**src/rtl/mem_arbiter.sv**
```systemverilog
// mem_arbiter: shares the single external memory bus between the instruction-fetch
//   port and the data port. Data has fixed priority over fetch. A watchdog aborts
//   any access that waits TIMEOUT cycles without bus_ack.
// Latency: request sampled at t -> bus_req at t+1; ack at t+k -> ready at t+k+1;
//   next grant is sampled at t+k+2 (minimum three cycles per access).
// Backpressure: the requester holds req until its ready pulse; stalls are
//   combinational (req & ~ready) so the pipeline advances on the ready edge.
//
// Ports:
//   clk, reset            rising-edge clock, synchronous active-high reset
//   if_req/if_addr        fetch request (may drop early on a flush)
//   if_ready/if_rdata     one-cycle fetch completion, registered fetch data
//   d_req/d_we/d_be/      data request and command (must hold until d_ready)
//   d_addr/d_wdata
//   d_ready/d_rdata       one-cycle data completion, registered load data
//   bus_req/bus_we/...    registered bus command, held stable during the access
//   bus_ack/bus_rdata     slave completion strobe and read data
//   if_stall/mem_stall    combinational stall requests to the pipeline
//   bus_err/bus_err_src   one-cycle timeout pulse, source (0 fetch, 1 data)

module mem_arbiter #(
  parameter int TIMEOUT = 255
) (
  input  logic        clk,
  input  logic        reset,

  input  logic        if_req,
  input  logic [31:0] if_addr,
  output logic        if_ready,
  output logic [31:0] if_rdata,

  input  logic        d_req,
  input  logic        d_we,
  input  logic [3:0]  d_be,
  input  logic [31:0] d_addr,
  input  logic [31:0] d_wdata,
  output logic        d_ready,
  output logic [31:0] d_rdata,

  output logic        bus_req,
  output logic        bus_we,
  output logic [3:0]  bus_be,
  output logic [31:0] bus_addr,
  output logic [31:0] bus_wdata,
  input  logic        bus_ack,
  input  logic [31:0] bus_rdata,

  output logic        if_stall,
  output logic        mem_stall,
  output logic        bus_err,
  output logic        bus_err_src
);

  typedef enum logic [2:0] {
    IDLE  = 3'd0,
    DBUS  = 3'd1,
    IBUS  = 3'd2,
    DDONE = 3'd3,
    IDONE = 3'd4
  } state_t;

  // Last wait count value before the watchdog fires. The counter starts at 0 in
  // the first bus cycle, so firing at TIMEOUT-1 keeps bus_req high for exactly
  // TIMEOUT cycles.
  localparam logic [7:0] WAIT_LAST = 8'(TIMEOUT - 1);

  state_t     state;
  logic [7:0] wait_cnt;
  logic       abandon;

  logic       wait_expired;
  logic       abandon_now;

  assign wait_expired = (wait_cnt == WAIT_LAST);

  // A fetch is abandoned if its requester was flushed in any bus cycle,
  // including the cycle the ack arrives in.
  assign abandon_now  = abandon | ~if_req;

  // Stalls follow the requests directly; they drop in the ready cycle so the
  // pipeline registers capture the result on that edge.
  assign if_stall  = ~reset & if_req & ~if_ready;
  assign mem_stall = ~reset & d_req  & ~d_ready;

  always_ff @(posedge clk) begin
    if (reset) begin
      state       <= IDLE;
      wait_cnt    <= 8'd0;
      abandon     <= 1'b0;
      bus_req     <= 1'b0;
      bus_we      <= 1'b0;
      bus_be      <= 4'h0;
      bus_addr    <= 32'h0;
      bus_wdata   <= 32'h0;
      if_ready    <= 1'b0;
      if_rdata    <= 32'h0;
      d_ready     <= 1'b0;
      d_rdata     <= 32'h0;
      bus_err     <= 1'b0;
      bus_err_src <= 1'b0;
    end else begin
      // Completion strobes are single-cycle pulses.
      if_ready    <= 1'b0;
      d_ready     <= 1'b0;
      bus_err     <= 1'b0;
      bus_err_src <= 1'b0;

      case (state)
        IDLE: begin
          wait_cnt <= 8'd0;
          abandon  <= 1'b0;
          // Data wins a same-cycle conflict; a pending data access already
          // freezes the fetch stage, so fetch cannot starve.
          if (d_req) begin
            bus_req   <= 1'b1;
            bus_we    <= d_we;
            bus_be    <= d_be;
            bus_addr  <= d_addr;
            bus_wdata <= d_wdata;
            state     <= DBUS;
          end else if (if_req) begin
            bus_req  <= 1'b1;
            bus_we   <= 1'b0;
            bus_be   <= 4'hF;
            bus_addr <= if_addr;
            state    <= IBUS;
          end
        end

        DBUS: begin
          if (bus_ack) begin
            bus_req <= 1'b0;
            d_rdata <= bus_rdata;
            d_ready <= 1'b1;
            state   <= DDONE;
          end else if (wait_expired) begin
            bus_req     <= 1'b0;
            d_rdata     <= 32'h0;
            d_ready     <= 1'b1;
            bus_err     <= 1'b1;
            bus_err_src <= 1'b1;
            state       <= DDONE;
          end else begin
            wait_cnt <= wait_cnt + 8'd1;
          end
        end

        IBUS: begin
          // The bus transaction cannot be aborted, so an abandoned fetch still
          // runs to completion; only its ready pulse is suppressed.
          abandon <= abandon_now;
          if (bus_ack) begin
            bus_req  <= 1'b0;
            if_rdata <= bus_rdata;
            if_ready <= ~abandon_now;
            state    <= IDONE;
          end else if (wait_expired) begin
            bus_req     <= 1'b0;
            if_rdata    <= 32'h0;
            if_ready    <= ~abandon_now;
            bus_err     <= 1'b1;
            bus_err_src <= 1'b0;
            state       <= IDONE;
          end else begin
            wait_cnt <= wait_cnt + 8'd1;
          end
        end

        // One dead cycle after every access: the requester's req is still high
        // here and must not be granted a second time.
        DDONE: begin
          abandon <= 1'b0;
          state   <= IDLE;
        end

        IDONE: begin
          abandon <= 1'b0;
          state   <= IDLE;
        end

        default: begin
          bus_req <= 1'b0;
          state   <= IDLE;
        end
      endcase
    end
  end

endmodule

```
**config.mk**
```make
export PLATFORM = sky130hd
export DESIGN_NAME = mem_arbiter
export DESIGN_NICKNAME = d
export VERILOG_FILES = /design/src/rtl/mem_arbiter.sv
export SDC_FILE = /design/constraint.sdc
export NUM_CORES = 1
export LEC_CHECK = 0
export BUFFER_PORTS_ARGS = -buffer_cell sky130_fd_sc_hd__buf_4
export CAP_MARGIN = 25
export CORE_MARGIN = 5
export CORE_UTILIZATION = 45
export CTS_CLUSTER_SIZE = 12
export DETAILED_ROUTE_END_ITERATION = 8
export GPL_ROUTABILITY_DRIVEN = 0
export GPL_TIMING_DRIVEN = 0
export HOLD_SLACK_MARGIN = 0.03
export PLACE_DENSITY = 0.79
export SKIP_LAST_GASP = 1
export SYNTH_ARGS = -nofsm -noshare
export SYNTH_HDL_FRONTEND = slang
export SYNTH_SLANG_ARGS = --single-unit
```
**constraint.sdc**
```tcl
create_clock -name clk -period 2.1 [get_ports clk]
set_clock_uncertainty 0.1 [all_clocks]
set_input_delay 0.105 -clock clk [delete_from_list [all_inputs] [get_ports clk]]
set_output_delay 0.105 -clock clk [all_outputs]
set_load 0.03 [all_outputs]
```
Word-level counts from Yosys, hierarchy flattened
Cells that the tools add are included.
{"block": "totals", "elab_cells": 87, "ff_bits": 150, "n_memories": 0, "ram_bits": 0, "rom_bits": 0, "input_bits": 138, "out_inout_bits": 140, "latch_bits": 0}
{"block": "classes", "eq_ne": 11, "bitwise": 14, "mul": 0, "div": 0, "mux": 29, "n_lt_le_gt_ge": 0, "addsub": 1, "n_reduce_logical": 18, "n_shift": 0}
{"op": "two-way mux 32 bit", "n": 4}
{"op": "two-way mux 3 bit", "n": 6}
{"op": "two-way mux 8 bit", "n": 2}
{"op": "case mux 8 bit (2 select lines)", "n": 1}
{"op": "two-way mux 1 bit", "n": 11}
{"op": "OR reduction 2 bit", "n": 5}
{"op": "!= test 3 bit (second input constant)", "n": 3}
{"op": "NOT 1 bit", "n": 9}
{"op": "case mux 3 bit (3 select lines)", "n": 1}
{"op": "AND reduction 3 bit", "n": 3}
{"op": "adder 8 x 1 -> 8 bit (second input constant)", "n": 1}
{"op": "equality test 8 bit (second input constant)", "n": 1}
{"op": "two-way mux 4 bit", "n": 2}
{"op": "AND reduction 2 bit", "n": 4}
{"op": "nonzero test 2 bit", "n": 4}
{"op": "equality test 3 x 2 -> 1 bit (second input constant)", "n": 2}
{"op": "AND 1 bit", "n": 4}
{"op": "!= test 2 bit (second input constant)", "n": 2}
{"op": "equality test 3 x 1 -> 1 bit (second input constant)", "n": 1}
{"op": "equality test 3 bit (second input constant)", "n": 1}
{"op": "zero test 3 bit", "n": 1}
{"op": "!= test 3 x 1 -> 1 bit (second input constant)", "n": 1}
{"op": "case mux 1 bit (3 select lines)", "n": 1}
{"op": "OR reduction 3 bit", "n": 1}
{"op": "2 further kinds", "n": 2}

Depth between registers and ports, before layout
{"block": "logic_depth", "ltp_word": 5, "depth_mapped": 7, "ltp_nobuf": 6}

Least setup slack after synthesis
OpenSTA, ideal clock, no wires.
{"block": "synth_path", "kind": "reg-to-reg", "from": "register wait_cnt[0]", "to": "register d_rdata[10]", "path_slack_ps": 343, "t_required_ps": 1883, "arrival_ps": 1540, "setup_ps": 117, "path_buffers": 1, "path_stages_with_launch": 8, "period_less_slack_ps": 1757, "path_cell_list": "dfxtp_1 > inv_1 > ha_1 > nand4_1 > o21bai_2 > a21oi_1 > clkbuf_1 > a32o_1"}
{"block": "synth_between", "elab_chain_len": 3}
{"item": "start: declaration", "line": "68", "rtl": "logic [7:0] wait_cnt;"}
{"item": "start signal: assignment", "line": "144", "rtl": "wait_cnt <= wait_cnt + 8'd1;"}
{"item": "start signal: assignment", "line": "165", "rtl": "wait_cnt <= wait_cnt + 8'd1;"}
{"item": "equality test 8 bit", "line": "74", "rtl": "assign wait_expired = (wait_cnt == WAIT_LAST);"}
{"item": "nonzero test 2 bit (no line)"}
{"item": "AND reduction 2 bit (no line)"}
{"item": "end signal: assignment", "line": "133", "rtl": "d_rdata <= bus_rdata;"}
{"item": "end: declaration", "line": "38", "rtl": "output logic [31:0] d_rdata,"}
No other way between the ends.
A chain may end at the register's enable or synchronous reset.

Worst setup path after layout
{"block": "layout_path", "from": "register wait_cnt[0]", "to": "register d_rdata[16]"}
The elaborated chain is that of the path after synthesis.

==> flow_metrics.env <==
export IMPL_fraction_of_the_mapped_netlist_area_in_compound_gates=0.2283
export IMPL_synth_area_top_cells="sky130_fd_sc_hd__dfxtp_1, sky130_fd_sc_hd__a32o_1, sky130_fd_sc_hd__mux2i_1"
export IMPL_clockBufferDepth=2
export IMPL_yosys_most_used_dff="sky130_fd_sc_hd__dfxtp_1"
export IMPL_finish_cell_count_without_fillers=1140
export IMPL_slowest_stage="sky130_fd_sc_hd__dfxtp_1"
export IMPL_total_power_mw=8.667
export IMPL_crit_buf_inv=2
export IMPL_layout_common_cells="sky130_fd_sc_hd__buf_4, sky130_fd_sc_hd__dfxtp_1, sky130_fd_sc_hd__dlygate4sd3_1, sky130_fd_sc_hd__nand2_1, sky130_fd_sc_hd__a32o_1"
export IMPL_layout_cell_share_with_drive_strength_beyond_1=0.3468
export IMPL_criticalPathCategory="reg2reg"
export IMPL_hold_slack_ns=0.07550
export IMPL_cts_clk_slew_worst_paths_ns=0.06
export IMPL_timing_critical_path_to_type="register"
export IMPL_worst_slew_pin_slew_ns=0.8422
export IMPL_coreArea_mm2=0.01201
export IMPL_crit_start="wait_cnt[0]"
export IMPL_cts_buffers_inserted=17
export IMPL_p_per_area_mw_per_mm2=886.5
export IMPL_floorplan_io_pins=278
export IMPL_cts_tree="yes"
export IMPL_synth_mux_area_fraction=0.05816
export IMPL_row_count=40
export IMPL_number_of_antenna_violations_at_the_first_check_in_global_routing=1
export IMPL_synth_top_area_share=0.5452
export IMPL_syn_to_final_growth_pct=77.51
export IMPL_synth_xor_xnor_area_share=0.001590
export IMPL_post_synth_num_cell_types=44
export IMPL_timing_critical_path_required_ns=2.36
export IMPL_finalSetupTns_ns=0
export IMPL_seq_area_frac_synth=0.5452
export IMPL_routed_wl_um=24750
export IMPL_grt_max_degree=17
export IMPL_cts_root_buffer="sky130_fd_sc_hd__clkbuf_16"
export IMPL_synth_edff_count=0
export IMPL_ys_seq_elements=150
export IMPL_global_route_wire_length_before_repair_um=38540
export IMPL_p_sw_frac=0.3109
export IMPL_critical_path_top_delay_family="compound AO/OA/AOI/OAI gates"
export IMPL_layout_cells_most_common="sky130_fd_sc_hd__buf_4"
export IMPL_crit_arrival_ns=2.29
export IMPL_syn_area_cell_um2=9.978
export IMPL_leakagePower_nw=4.339
export IMPL_timing_rr_start="wait_cnt[0]"
export IMPL_rr_worst_depth=7
export IMPL_timing_final_crit_period_ns=2.033
export IMPL_worst_slew_margin_rel=0.4385
export IMPL_critical_path_cell_chain="inv_1, ha_1, nand4_1, o21bai_4, a21oi_1, clkbuf_2, a32o_1"
export IMPL_holdCritPathClass="in2reg"
export IMPL_detail_route_first_pass_iterations=5
export IMPL_cp_num_cells=7
export IMPL_layout_core_utilization=0.8140
export IMPL_largest_driver_fanout_on_the_critical_path=10
export IMPL_net_switching_power_figure_mw=2.694
export IMPL_pre_cts_setup_slack_ns=-0.09609
export IMPL_post_synth_fa_ha_maj_area_fraction=0.004543
export IMPL_post_route_cell_area_mm2=0.009777
export IMPL_p_int_mw=5.973
export IMPL_seqPwrFrac=0.375
export IMPL_die_height_um=120.6
export IMPL_routed_via_density=5.709
export IMPL_grt_setup_unrepaired="yes"
export IMPL_timing_fmax_ghz=0.4918
export IMPL_cts_htree_levels=4
export IMPL_chipWidth_um=120.6
export IMPL_grt_usage=0.3390
export IMPL_mappedNetlistNets=692
export IMPL_setup_violations=0
export IMPL_outcome="finished clean"
export IMPL_start_util=0.4585
export IMPL_reg2reg_to="d_rdata[16]"
export IMPL_final_hold_viol_count=0
export IMPL_drt_iter0_markers=591
export IMPL_place_hpwl_um=14770
export IMPL_dp_cells=974
export IMPL_clk_insertion_delay_late_ns=0.42
export IMPL_port_buffers=275
export IMPL_synth_top_family_by_area="compound AO/OA/AOI/OAI gates"
export IMPL_placed_cell_area_mm2=0.007756
export IMPL_clkPwrFrac=0.375
export IMPL_syn_area_mm2=0.005508
export IMPL_synthSimpleGateAreaFrac=0.1190
export IMPL_reg2reg_setup_slack_ns=0.07
export IMPL_cp_slowest_stage_delay_ns=0.37
export IMPL_route_detailed_drc=0
export IMPL_routed_wire_length_per_instance_um=21.71
export IMPL_synth_async_reset_ratio=0
export IMPL_ir_worst_vdd_uv=712.5
export IMPL_synth_largest_area_cell="sky130_fd_sc_hd__dfxtp_1"
export IMPL_floorplan_die_area_mm2=0.01455
export IMPL_critical_path_startpoint_type="register"
export IMPL_power_share_combinational=0.249
export IMPL_syn_instance_count=552
export IMPL_endpoint="d_rdata[16]"
export IMPL_first_global_vias=7033
export IMPL_grt_overflow_total=0
export IMPL_share_of_the_cycle_needed_by_the_critical_path_after_routing=0.9683
export IMPL_maxCapViolCount=0
export IMPL_setup_ws_ns=0.06653
export IMPL_drtAntennaViolNets=0
export IMPL_nets=1119
export IMPL_cts_sinks=150
export IMPL_finalMaxSlewViolations=0
export IMPL_synth_warning_count=0
export IMPL_via_count=6508
routing by layer:
metal | part of all wire | wire length (µm) | GRT usage | vias up
li1 | - | - | - | 2899
met1 | 0.34 | 8491 | 0.3515 | 3079
met2 | 0.51 | 12620 | 0.5962 | 420
met3 | 0.095 | 2342 | 0.1071 | 110
met4 | 0.052 | 1299 | 0.2040 | 0
met5 | 0 | 0 | 0 | -
timing repair:
item                                    4_1_cts  5_1_grt
hold buffers                                132        0
endpoints found under the hold margin       135        0
endpoints found under the setup margin       61      106
resized for setup                             8       17
setup buffers                                 0        2
how the worst min path moves through the flow:
stage | slack [ns] | from | cells past startpoint | to
after floorplan | 0.14 | d_wdata[0] | 2 | bus_wdata[0]
after global placement | 0.24 | d_be[2] | 3 | bus_be[2]
after detailed placement | 0.25 | d_be[2] | 3 | bus_be[2]
after CTS | 0.05 | if_addr[12] | 3 | bus_addr[12]
after global routing | 0.11 | reset | 4 | bus_err
final | 0.08 | reset | 4 | wait_cnt[1]
kinds of logic (layout without fill, tap and decap cells):
group           count (synthesis)  after routing
buf+inv                        59            499
mux                            32             32
simple gates                  150            150
compound gates                158            158
other cells                     0              1
fa+ha+maj                       2              2
xor+xnor                        1              1
flops                         150            150
worst reg2reg max path, cell delays in order (launching register included):
cell and delay [ns]:
sky130_fd_sc_hd__dfxtp_1 0.37, sky130_fd_sc_hd__inv_1 0.09, sky130_fd_sc_hd__ha_1 0.20, sky130_fd_sc_hd__nand4_1 0.18, sky130_fd_sc_hd__o21bai_4 0.13, sky130_fd_sc_hd__a21oi_1 0.38
sky130_fd_sc_hd__clkbuf_2 0.33, sky130_fd_sc_hd__a32o_1 0.19
Yosys cell counts (all sizes together) (3+ instances only):
cell and number:
nor2b 3, o211ai 6, or4 3, buf 15, mux2i 32, nor2 43, nor3 5, and2 3
o22ai 4, nand2b 3, or3 3, nand2 70, nand3 8, clkbuf 37, a211oi 34, a32o 64
a21oi 37, inv 7, dfxtp 150, o21ai 3
flip-flops by register name, indices dropped and copies added (netlist names):
signal and count:
bus_addr 32, bus_err 1, d_ready 1, if_ready 1, bus_wdata 32, if_rdata 32
state 3, bus_req 1, bus_err_src 1, wait_cnt 8, abandon 1, d_rdata 32
bus_be 4, bus_we 1
final cells by class:
type | instances | area, µm²
sequential | 150 | 3003
multi-input combinational | 343 | 2300
clock buffer | 20 | 466.7
clock inverter | 12 | 168.9
inverter | 7 | 26.28
fill | 640 | 2235
buffer | 51 | 225.2
timing repair buffer | 409 | 3401
antenna | 1 | 2.502
tap | 147 | 183.9
power groups by stage:
| stage | Combinational, mW | Sequential [mW] | Clock [mW] |
|---|---|---|---|
| global placement | 1.78 | 3.27 | 0 |
| detailed placement | 1.82 | 3.28 | 0 |
| global route | 2.27 | 3.27 | 3.40 |
| CTS | 2.06 | 3.22 | 3.24 |
| finish | 2.16 | 3.25 | 3.25 |
| floorplan | 0.592 | 3.71 | 0 |
(Power assumes the default switching activity.)
